===== src/rtl/gray_tile_sequencer_pkg.sv =====
// ---------------------------------------------------------------------------
// gray_seq_pkg
// Shared types and constants for the gray tile sequencer slice.
//   gray_seq_state_t : sequencer FSM states
//   PIX_W / WORD_W   : RGB444 pixel width and packed 3-pixel RAM word width
//   rgb_word_t       : one RAM word, pixel 0 in bits [11:0]
//   gray_of()        : per-pixel luma, (5R + 9G + 2B) >> 4
// ---------------------------------------------------------------------------
package gray_seq_pkg;

    localparam int PIX_W  = 12;
    localparam int WORD_W = 36;

    typedef logic [WORD_W-1:0] rgb_word_t;

    typedef enum logic [2:0] {
        IDLE,
        RD0,
        RD1,
        RD2,
        RDW,
        WR0,
        WR1,
        WR2
    } gray_seq_state_t;

    // The weighted sum peaks at 16*15 = 240, so 8 bits never overflow and
    // the shifted result always fits a 4-bit gray level.
    function automatic logic [3:0] gray_of(input logic [PIX_W-1:0] pix);
        logic [7:0] sum;
        sum = 8'd5 * {4'b0000, pix[11:8]}
            + 8'd9 * {4'b0000, pix[7:4]}
            + 8'd2 * {4'b0000, pix[3:0]};
        return 4'(sum >> 4);
    endfunction

endpackage


===== src/rtl/gray_tile_sequencer_if.sv =====
// ---------------------------------------------------------------------------
// gray_tile_sequencer_if
// Pixel RAM port bundle between the sequencer and the RAM.
//   rd_en / rd_addr   : read strobe and word address (sequencer -> RAM)
//   rd_data           : read word, valid one cycle after rd_en (RAM -> sequencer)
//   wr_en / wr_addr / wr_data : write request (sequencer -> RAM)
//   wr_ready          : write accepted when wr_en && wr_ready (RAM -> sequencer)
// Modports: master (sequencer side), slave (RAM side).
// ---------------------------------------------------------------------------
interface gray_tile_sequencer_if
    import gray_seq_pkg::*;
#(
    parameter int ADDR_W = 16
);
    logic              rd_en;
    logic [ADDR_W-1:0] rd_addr;
    rgb_word_t         rd_data;
    logic              wr_en;
    logic [ADDR_W-1:0] wr_addr;
    rgb_word_t         wr_data;
    logic              wr_ready;

    modport master (
        output rd_en, rd_addr, wr_en, wr_addr, wr_data,
        input  rd_data, wr_ready
    );

    modport slave (
        input  rd_en, rd_addr, wr_en, wr_addr, wr_data,
        output rd_data, wr_ready
    );
endinterface


===== src/rtl/gray_tile_sequencer_gray_converter.sv =====
// ---------------------------------------------------------------------------
// gray_converter
// Purely combinational RGB444 -> gray datapath over one 3x3 tile window.
// Each output pixel carries its gray level replicated into R, G and B.
//   row0_in..row2_in   : window rows (3 packed pixels each)
//   row0_out..row2_out : converted rows
// ---------------------------------------------------------------------------
module gray_converter
    import gray_seq_pkg::*;
(
    input  rgb_word_t row0_in,
    input  rgb_word_t row1_in,
    input  rgb_word_t row2_in,
    output rgb_word_t row0_out,
    output rgb_word_t row1_out,
    output rgb_word_t row2_out
);

    function automatic rgb_word_t convert_word(input rgb_word_t w);
        rgb_word_t  r;
        logic [3:0] g;
        r = '0;
        for (int p = 0; p < 3; p++) begin
            g = gray_of(w[p*PIX_W +: PIX_W]);
            r[p*PIX_W +: PIX_W] = {g, g, g};
        end
        return r;
    endfunction

    assign row0_out = convert_word(row0_in);
    assign row1_out = convert_word(row1_in);
    assign row2_out = convert_word(row2_in);

endmodule


===== src/rtl/gray_tile_sequencer.sv =====
// ---------------------------------------------------------------------------
// gray_tile_sequencer
// Walks an RGB444 image in pixel RAM as 3x3 tiles in raster order. For each
// tile it reads three row words, converts them through gray_converter and
// writes the three converted words to the destination buffer.
// Ports:
//   clk, rst            : clock, synchronous active-high reset
//   start, abort        : one-cycle requests to run / cancel an image
//   src_base, dst_base  : image word addresses, latched on accepted start
//   busy                : conversion in progress
//   done                : pulse in the cycle the last tile's last write is accepted
//   ram                 : pixel RAM port bundle (master side)
//   cycle_cnt           : busy-cycle counter, only when GRAY_SEQ_PERF_EN is defined
// Optional feature macro: GRAY_SEQ_PERF_EN
// ---------------------------------------------------------------------------
module gray_tile_sequencer
    import gray_seq_pkg::*;
#(
    parameter int IMG_W  = 12,
    parameter int IMG_H  = 9,
    parameter int ADDR_W = 16
)(
    input  logic                  clk,
    input  logic                  rst,
    input  logic                  start,
    input  logic                  abort,
    input  logic [ADDR_W-1:0]     src_base,
    input  logic [ADDR_W-1:0]     dst_base,
    output logic                  busy,
    output logic                  done,
    gray_tile_sequencer_if.master ram
`ifdef GRAY_SEQ_PERF_EN
    ,
    output logic [31:0]           cycle_cnt
`endif
);

    localparam int WPR       = IMG_W / 3;
    localparam int TILE_ROWS = IMG_H / 3;
    localparam int TC_W      = (WPR > 1) ? $clog2(WPR) : 1;
    localparam int TR_W      = (TILE_ROWS > 1) ? $clog2(TILE_ROWS) : 1;

    localparam logic [ADDR_W-1:0] ROW1_OFF  = ADDR_W'(WPR);
    localparam logic [ADDR_W-1:0] ROW2_OFF  = ADDR_W'(2 * WPR);
    localparam logic [ADDR_W-1:0] TROW_JUMP = ADDR_W'(2 * WPR + 1);
    localparam logic [TC_W-1:0]   TC_LAST   = TC_W'(WPR - 1);
    localparam logic [TR_W-1:0]   TR_LAST   = TR_W'(TILE_ROWS - 1);

    gray_seq_state_t   state;
    logic [TR_W-1:0]   tr;
    logic [TC_W-1:0]   tc;
    logic [ADDR_W-1:0] row_off;
    logic [ADDR_W-1:0] src_q;
    logic [ADDR_W-1:0] dst_q;
    rgb_word_t         win0, win1, win2;
    rgb_word_t         gray0, gray1, gray2;
    logic              last_tile;
    logic [ADDR_W-1:0] next_off;

    // row_off tracks row 0 of the current tile, i.e. 3*tr*WPR + tc. Moving
    // one tile right adds 1; wrapping to the next tile row skips the two
    // remaining pixel rows of the current tile row, adding 2*WPR + 1.
    assign last_tile = (tr == TR_LAST) && (tc == TC_LAST);
    assign next_off  = (tc == TC_LAST) ? (row_off + TROW_JUMP)
                                       : (row_off + ADDR_W'(1));

    // done is taken from the live handshake so it lands in the same cycle
    // the final write is accepted; an abort in that cycle suppresses it.
    assign done = (state == WR2) && ram.wr_ready && last_tile && !abort;

    gray_converter u_conv (
        .row0_in  (win0),
        .row1_in  (win1),
        .row2_in  (win2),
        .row0_out (gray0),
        .row1_out (gray1),
        .row2_out (gray2)
    );

    // Write data comes straight off the converter, selected by the current
    // write row; the window is all zero after reset so this reads 0 then.
    always_comb begin
        ram.wr_data = gray0;
        case (state)
            WR1:     ram.wr_data = gray1;
            WR2:     ram.wr_data = gray2;
            default: ram.wr_data = gray0;
        endcase
    end

    // Main sequencer. Strobes and addresses are registered, so each is
    // loaded on the transition into the state that presents it. Read data
    // lags rd_en by one cycle, so row k lands in the state after RDk.
    always_ff @(posedge clk) begin
        if (rst) begin
            state       <= IDLE;
            busy        <= 1'b0;
            ram.rd_en   <= 1'b0;
            ram.rd_addr <= '0;
            ram.wr_en   <= 1'b0;
            ram.wr_addr <= '0;
            tr          <= '0;
            tc          <= '0;
            row_off     <= '0;
            src_q       <= '0;
            dst_q       <= '0;
            win0        <= '0;
            win1        <= '0;
            win2        <= '0;
        end else if (state == IDLE) begin
            if (start && !abort) begin
                src_q       <= src_base;
                dst_q       <= dst_base;
                tr          <= '0;
                tc          <= '0;
                row_off     <= '0;
                ram.rd_en   <= 1'b1;
                ram.rd_addr <= src_base;
                busy        <= 1'b1;
                state       <= RD0;
            end
        end else if (abort) begin
            state     <= IDLE;
            busy      <= 1'b0;
            ram.rd_en <= 1'b0;
            ram.wr_en <= 1'b0;
        end else begin
            case (state)
                RD0: begin
                    ram.rd_addr <= src_q + row_off + ROW1_OFF;
                    state       <= RD1;
                end
                RD1: begin
                    win0        <= ram.rd_data;
                    ram.rd_addr <= src_q + row_off + ROW2_OFF;
                    state       <= RD2;
                end
                RD2: begin
                    win1      <= ram.rd_data;
                    ram.rd_en <= 1'b0;
                    state     <= RDW;
                end
                RDW: begin
                    win2        <= ram.rd_data;
                    ram.wr_en   <= 1'b1;
                    ram.wr_addr <= dst_q + row_off;
                    state       <= WR0;
                end
                WR0: begin
                    if (ram.wr_ready) begin
                        ram.wr_addr <= dst_q + row_off + ROW1_OFF;
                        state       <= WR1;
                    end
                end
                WR1: begin
                    if (ram.wr_ready) begin
                        ram.wr_addr <= dst_q + row_off + ROW2_OFF;
                        state       <= WR2;
                    end
                end
                WR2: begin
                    if (ram.wr_ready) begin
                        ram.wr_en <= 1'b0;
                        if (last_tile) begin
                            busy  <= 1'b0;
                            state <= IDLE;
                        end else begin
                            if (tc == TC_LAST) begin
                                tc <= '0;
                                tr <= tr + TR_W'(1);
                            end else begin
                                tc <= tc + TC_W'(1);
                            end
                            row_off     <= next_off;
                            ram.rd_en   <= 1'b1;
                            ram.rd_addr <= src_q + next_off;
                            state       <= RD0;
                        end
                    end
                end
                default: begin
                    state <= IDLE;
                end
            endcase
        end
    end

`ifdef GRAY_SEQ_PERF_EN
    // Busy-cycle counter: cleared by an accepted start, counts every busy
    // cycle, saturates at all ones and holds while idle.
    always_ff @(posedge clk) begin
        if (rst) begin
            cycle_cnt <= '0;
        end else if ((state == IDLE) && start && !abort) begin
            cycle_cnt <= '0;
        end else if (busy && (cycle_cnt != 32'hFFFF_FFFF)) begin
            cycle_cnt <= cycle_cnt + 32'd1;
        end
    end
`endif

endmodule


===== src/flat_wrapper.sv =====
// flat-port wrapper written by rule: the top's interface ports become plain ports
module gray_tile_sequencer_flat import gray_seq_pkg::*;
#(
    parameter int IMG_W  = 12,
    parameter int IMG_H  = 9,
    parameter int ADDR_W = 16
)
  (clk, rst, start, abort, src_base, dst_base, busy, done, ram_rd_en, ram_rd_addr, ram_wr_en, ram_wr_addr, ram_wr_data, ram_rd_data, ram_wr_ready);
  gray_tile_sequencer_if #(.ADDR_W(ADDR_W)) ram_i ();
  input  logic clk;
  input  logic rst;
  input  logic start;
  input  logic abort;
  input  logic [ADDR_W-1:0] src_base;
  input  logic [ADDR_W-1:0] dst_base;
  output logic busy;
  output logic done;
  output wire logic [$bits(ram_i.rd_en)-1:0] ram_rd_en;
  output wire logic [$bits(ram_i.rd_addr)-1:0] ram_rd_addr;
  output wire logic [$bits(ram_i.wr_en)-1:0] ram_wr_en;
  output wire logic [$bits(ram_i.wr_addr)-1:0] ram_wr_addr;
  output wire logic [$bits(ram_i.wr_data)-1:0] ram_wr_data;
  input wire logic [$bits(ram_i.rd_data)-1:0] ram_rd_data;
  input wire logic [$bits(ram_i.wr_ready)-1:0] ram_wr_ready;
  assign ram_rd_en = ram_i.rd_en;
  assign ram_rd_addr = ram_i.rd_addr;
  assign ram_wr_en = ram_i.wr_en;
  assign ram_wr_addr = ram_i.wr_addr;
  assign ram_wr_data = ram_i.wr_data;
  assign ram_i.rd_data = ram_rd_data;
  assign ram_i.wr_ready = ram_wr_ready;
  gray_tile_sequencer #(.IMG_W(IMG_W), .IMG_H(IMG_H), .ADDR_W(ADDR_W)) u_core (.clk(clk), .rst(rst), .start(start), .abort(abort), .src_base(src_base), .dst_base(dst_base), .busy(busy), .done(done), .ram(ram_i));
endmodule

===== config.mk =====
export PLATFORM = sky130hd
export DESIGN_NAME = gray_tile_sequencer_flat
export DESIGN_NICKNAME = d
export VERILOG_FILES = /design/src/rtl/gray_tile_sequencer_pkg.sv /design/src/rtl/gray_tile_sequencer_if.sv /design/src/rtl/gray_tile_sequencer_gray_converter.sv /design/src/rtl/gray_tile_sequencer.sv /design/src/flat_wrapper.sv
export SDC_FILE = /design/constraint.sdc
export NUM_CORES = 1
export LEC_CHECK = 0
export ABC_AREA = 1
export BUFFER_PORTS_ARGS = -buffer_cell sky130_fd_sc_hd__buf_2
export CAP_MARGIN = 20
export CORE_UTILIZATION = 35
export CTS_CLUSTER_SIZE = 25
export DETAILED_ROUTE_END_ITERATION = 16
export PLACE_DENSITY_LB_ADDON = 0.12
export SKIP_CTS_REPAIR_TIMING = 1
export SLEW_MARGIN = 20
export SYNTH_ARGS = -nofsm -noshare
export SYNTH_HDL_FRONTEND = slang
export SYNTH_SLANG_ARGS = --single-unit

===== constraint.sdc =====
create_clock -name clk -period 6.65 [get_ports clk]
set_input_delay 1.33 -clock clk [delete_from_list [all_inputs] [get_ports clk]]
set_output_delay 1.33 -clock clk [all_outputs]
set_load 0.02 [all_outputs]

## Word-level counts from Yosys, hierarchy flattened

Index checks and enable logic that the tools add are counted.

- Flip-flop bits (word level): 198
- Bits in latches: 0
- Memory bits (writable): 0
- Bits in read-only memories: 0
- Input port bits: 73
- Output and inout port bits: 72
- Logic and storage cells: 165
- Memories kept: 0

- Add/sub/neg operators: 29
- Multipliers: 18
- Div/mod/pow operators: 0
- $lt $le $gt $ge: 0
- Equality and inequality tests: 21
- Shift-type cells: 0
- Multiplexer cells: 52
- Bitwise gates (word level): 2
- Reductions and logical operators: 29

Operators by type and width:

| cell | count |
|---|---|
| two-way mux 16 bit | 14 |
| one-hot mux 16 bit (3 select lines) | 2 |
| adder 7 x 8 -> 8 bit | 9 |
| adder 8 x 5 -> 8 bit | 9 |
| multiplier 4 x 4 -> 8 bit (first input constant) | 9 |
| one-hot mux 36 bit (2 select lines) | 1 |
| multiplier 3 x 4 -> 7 bit (first input constant) | 9 |
| adder 16 bit | 3 |
| adder 16 x 4 -> 16 bit (second input constant) | 3 |
| adder 16 x 3 -> 16 bit (second input constant) | 2 |
| two-way mux 2 bit | 13 |
| one-hot mux 3 bit (7 select lines) | 1 |
| two-way mux 3 bit | 6 |
| adder 16 x 1 -> 16 bit (second input constant) | 1 |
| AND reduction 5 bit | 3 |
| nonzero test 3 bit | 5 |
| two-way mux 1 bit | 13 |
| == test 3 bit (second input constant) | 4 |
| AND reduction 3 bit | 4 |
| AND reduction 4 bit | 3 |
| != test 3 bit (second input constant) | 3 |
| != test 2 bit (second input constant) | 4 |
| != test 4 x 3 -> 1 bit (second input constant) | 2 |
| != test 4 bit (second input constant) | 2 |
| 14 further kinds | 26 |

## Longest topological paths before layout

- Depth in word-level cells: 8
- Depth in mapped cells: 24
- Mapped depth without buffers: 24

## Cells and area by module

From an unflattened synthesis, not the netlist that was laid out.

- Cell total of the unflattened synthesis: 2,607
- Area, all modules: 17,660.7 sq um

By module, submodules not included:

| module | instances | cells an instance | area an instance (sq um) | sequential area each (sq um) |
|---|---|---|---|---|
| gray_tile_sequencer | 1 | 1,857 | 12,011.5 | 3,963.8 |
| gray_converter | 1 | 750 | 5,649.2 | 0.0 |

## Worst setup path before layout

No wires, ideal clock.

- Kind: reg-to-output
- Start: register u_core.win0[4]
- End: output port ram_wr_data[10]
- Arrival: 4.127 ns
- Required time: 5.320 ns
- Setup slack: 1.193 ns
- Cell stages (with the launch flop): 15
- Cells stage by stage: dfxtp_1 ha_1 ha_1 inv_1 fa_1 fa_1 inv_1 ha_1 a21oi_1 nor2_1 nor2_1 nor2_1 o21a_1 o311ai_0 buf_4

- Longest elaborated chain between the ends: 4

Ends and longest elaborated chain:

| what | RTL line | text |
|---|---|---|
| start: declaration | gray_tile_sequencer.sv:55 | `rgb_word_t win0, win1, win2;` |
| start signal: assignment | gray_tile_sequencer.sv:134 | `win0 <= ram.rd_data;` |
| multiplier 4 x 4 -> 8 bit | gray_tile_sequencer_pkg.sv:32 | `+ 8'd9 * {4'b0000, pix[7:4]}` |
| adder 7 x 8 -> 8 bit | gray_tile_sequencer_pkg.sv:32 |  |
| adder 8 x 5 -> 8 bit | gray_tile_sequencer_pkg.sv:33 | `+ 8'd2 * {4'b0000, pix[3:0]};` |
| one-hot mux 36 bit (2 select lines) | gray_tile_sequencer.sv:84 | `case (state)` |
| end: declaration | flat_wrapper.sv:22 | `output wire logic [$bits(ram_i.wr_data)-1:0] ram_wr_data;` |

No other way between the ends.

## Worst setup path in the final report

- Start: register u_core.win0[4]
- End: output port ram_wr_data[6]

Same word-level chain as after synthesis.

==> results.yml <==
setup_path:
  path_class: "register to output port"
  timing.rr.start: "u_core.tc[0]"
  r2r_cells: 23
  cp-start-kind: "register"
  crit_fanout: 3
  critical_path.startpoint: "u_core.win0[4]"
  regToRegEndpoint: "u_core.ram.rd_addr[15]"
  cp.arrival_ns: 4.31
  r2r_setup_slack_ns: 2.66
  cp-end-kind: "output port"
  critical_path_required_ns: 5.32
floorplanning:
  boundaryPins: 145
  fp.dieW_um: 218
  core-area_sq_mm: 0.0456
  dieHeight_um: 218
  dieArea_sq_mm: 0.0473
  start_util_pct: 35.7
  rows: 78
drt:
  routed_via_density: 4.97
  vias: 14800
  drtAntennaViolNets: 0
  drt_pass1_iterations: 5
  routedWlPerCell_um: 16.5
  postRouteWirelength_mm: 49.2
  drcViolationCount: 0
  drtIter0Drc: 790
clock_network:
  cts_sinks: 198
  cts_buffer_depth: 2
  h-tree-depth: 4
  cts_buffers: 17
  clockRootBuffer: "clkbuf_16"
  cts_tree: "done"
  clk-insertion-delay-late_ns: 0.48
  clk_pin_slew_ns: 0.08
flow_run:
  drv_cap: 0
final_layout:
  final_common_cell: "nand2_1"
  final_layout_size_suffix_gt1_share_pct: 11.1
  fin_nets: 2715
  syn_to_final_growth_pct: 10.2
  antennaDiodeCount: 0
  fin_util_pct: 39.3
  final_cell_mix: "nand2_1, inv_1, nor2_1"
synth:
  netlist.area_leader.share_pct: 24.4
  seq_area_frac_synth_pct: 24.4
  postSynthCellCount: 2298
  async_flop_share_pct: 0
  netlist.top_cell.by_area: "dfxtp_1"
  syn-num-nets: 2637
  synthDistinctLibCells: 56
  yosysWarnings: 0
  synth_edf_count: 0
  yosys-top-cells-area: "dfxtp_1, ha_1, nand2_1"
  netlist_area_sq_mm: 0.0163
  synth-seq-cells: 198
  synthFlopType: "dfxtp_1"
  avgSynthCellArea_sq_um: 7.08
sta:
  post-route-min-period_ns: 5.64
  finalCritPeriodShare_pct: 84.7
  report.final.setup_viol: 0
  hold_viol: 0
  setup_slack_ns: 1.01
  maxSlewViolCount: 0
  fmax_ghz: 0.177
  finalSetupTns_ns: 0
  tightest_slew_ns: 0.831
  slew_headroom_pct: 44.6
  rsz0062_at_grt: "false"
  clock_skew_ns: 0.0143
global_route:
  grt_overflow: 0
  grt_use_total_pct: 21.3
  antenna_found_initial: 1
  grt_pass1_vias: 14400
  grt_pass1_wl_mm: 78.6
  grt_max_degree: 67
hold_path:
  min_from: "u_core.ram.rd_addr[11]"
  holdPathEnd: "u_core.ram.rd_addr[11]"
  hold_class: "register to register"
  whs_path_depth: 2
power_and_ir_drop:
  p_leak_nw: 9.08
  pwr_density_cell_mw_per_mm2: 275
  ir_drop_mv: 0.243
placed_design:
  gp_congestion: 0.879
  dp_hpwl_mm: 38.3
  portBuffers: 144
  pre_cts_slack_ns: 1.47
outcome:
  status: "completed"
==> synthesized netlist by cell type, types with 4 or more instances <==
| cell type | n |
|---|---|
| o21ai_1 | 9 |
| o211ai_1 | 12 |
| nand2_1 | 382 |
| a211oi_1 | 4 |
| nor2_1 | 281 |
| clkbuf_1 | 57 |
| o21ai_0 | 181 |
| buf_4 | 26 |
| xnor2_1 | 9 |
| buf_2 | 4 |
| o21bai_1 | 4 |
| inv_1 | 347 |
| xor2_1 | 22 |
| a21o_1 | 9 |
| buf_1 | 6 |
| o221ai_1 | 8 |
| o311ai_0 | 4 |
| nor3_1 | 13 |
| nand4_1 | 19 |
| inv_2 | 11 |
| or2_2 | 12 |
| ha_1 | 200 |
| nor2_2 | 12 |
| nand3_2 | 8 |
| a31oi_1 | 5 |
| nand2_2 | 9 |
| fa_1 | 66 |
| nand3_1 | 150 |
| dfxtp_1 | 198 |
| a21oi_1 | 187 |
==> state kept, by name (all words and copies together) (netlist names) <==
| signal | count |
|---|---|
| u_core.tc | 2 |
| u_core.ram.wr_en | 1 |
| u_core.row_off | 16 |
| u_core.ram.wr_addr | 16 |
| u_core.dst_q | 16 |
| u_core.src_q | 16 |
| u_core.state | 3 |
| u_core.busy | 1 |
| u_core.tr | 2 |
| u_core.ram.rd_en | 1 |
| u_core.win0 | 36 |
| u_core.win1 | 36 |
| u_core.ram.rd_addr | 16 |
| u_core.win2 | 36 |
==> worst max path at each step <==
stage	to	slack [ns]	cells after the start
floorplan	ram_wr_data[10]	1.19	14
global placement	ram_wr_data[15]	1.56	17
detailed placement	ram_wr_data[6]	1.47	14
CTS	ram_wr_data[6]	0.93	14
global route	ram_wr_data[11]	0.66	16
finish	ram_wr_data[6]	1.01	14
==> worst max-delay path, cell delays in order, from the launching register on <==
cell	delay (ns)
dfxtp_1	0.34
ha_1	0.30
ha_1	0.28
inv_1	0.05
fa_1	0.50
fa_1	0.54
inv_1	0.04
ha_1	0.28
a21oi_1	0.20
nor2_1	0.08
nor2_1	0.14
nor2_1	0.09
o21a_1	0.20
o311ai_0	0.52
buf_2	0.27
==> logic make-up after synthesis <==
logic type	Yosys count	synth area share [%]
buf+inv	456	11.3
simple gates	901	23.8
flops	198	24.4
xor+xnor	35	2.14
fa+ha+maj	266	23.5
compound gates	442	14.8
==> cell type report <==
cell class / instances / area [sq um]
Clock inverter: 14 / 155
Sequential cell: 198 / 3960
Tap cell: 600 / 751
Fill cell: 4922 / 27600
Multi-Input combinational cell: 1644 / 10500
Clock buffer: 18 / 429
Inverter: 360 / 1360
Timing Repair Buffer: 155 / 803
==> metal layers <==
layer  vias up  share of wire (%)  track usage [%]
li1       7592                  -                -
met1      6905                 49             29.3
met2       291                 44             33.8
met3        52                4.7             4.04
met4         2                2.0             5.87
met5         -              0.026                0
==> metrics by stage <==
step	area, sq um	std cells	power (mW)	hold slack (ns)
after floorplan	16300	2298	3.30	0.445
after global placement	17300	2957	3.86	0.453
after detailed placement	17300	2957	3.89	0.455
after CTS	17900	2989	4.98	0.468
after global routing	17900	2989	5.35	0.479
final	17900	2989	4.92	0.467
==> power by group <==
| part | internal, mW | total, mW | switching (mW) |
|---|---|---|---|
| logic | 0.711 | 2.28 | 1.57 |
| clock network | 0.504 | 1.07 | 0.562 |
| registers | 1.40 | 1.58 | 0.179 |
No activity file was read; power rests on OpenSTA's default activity.
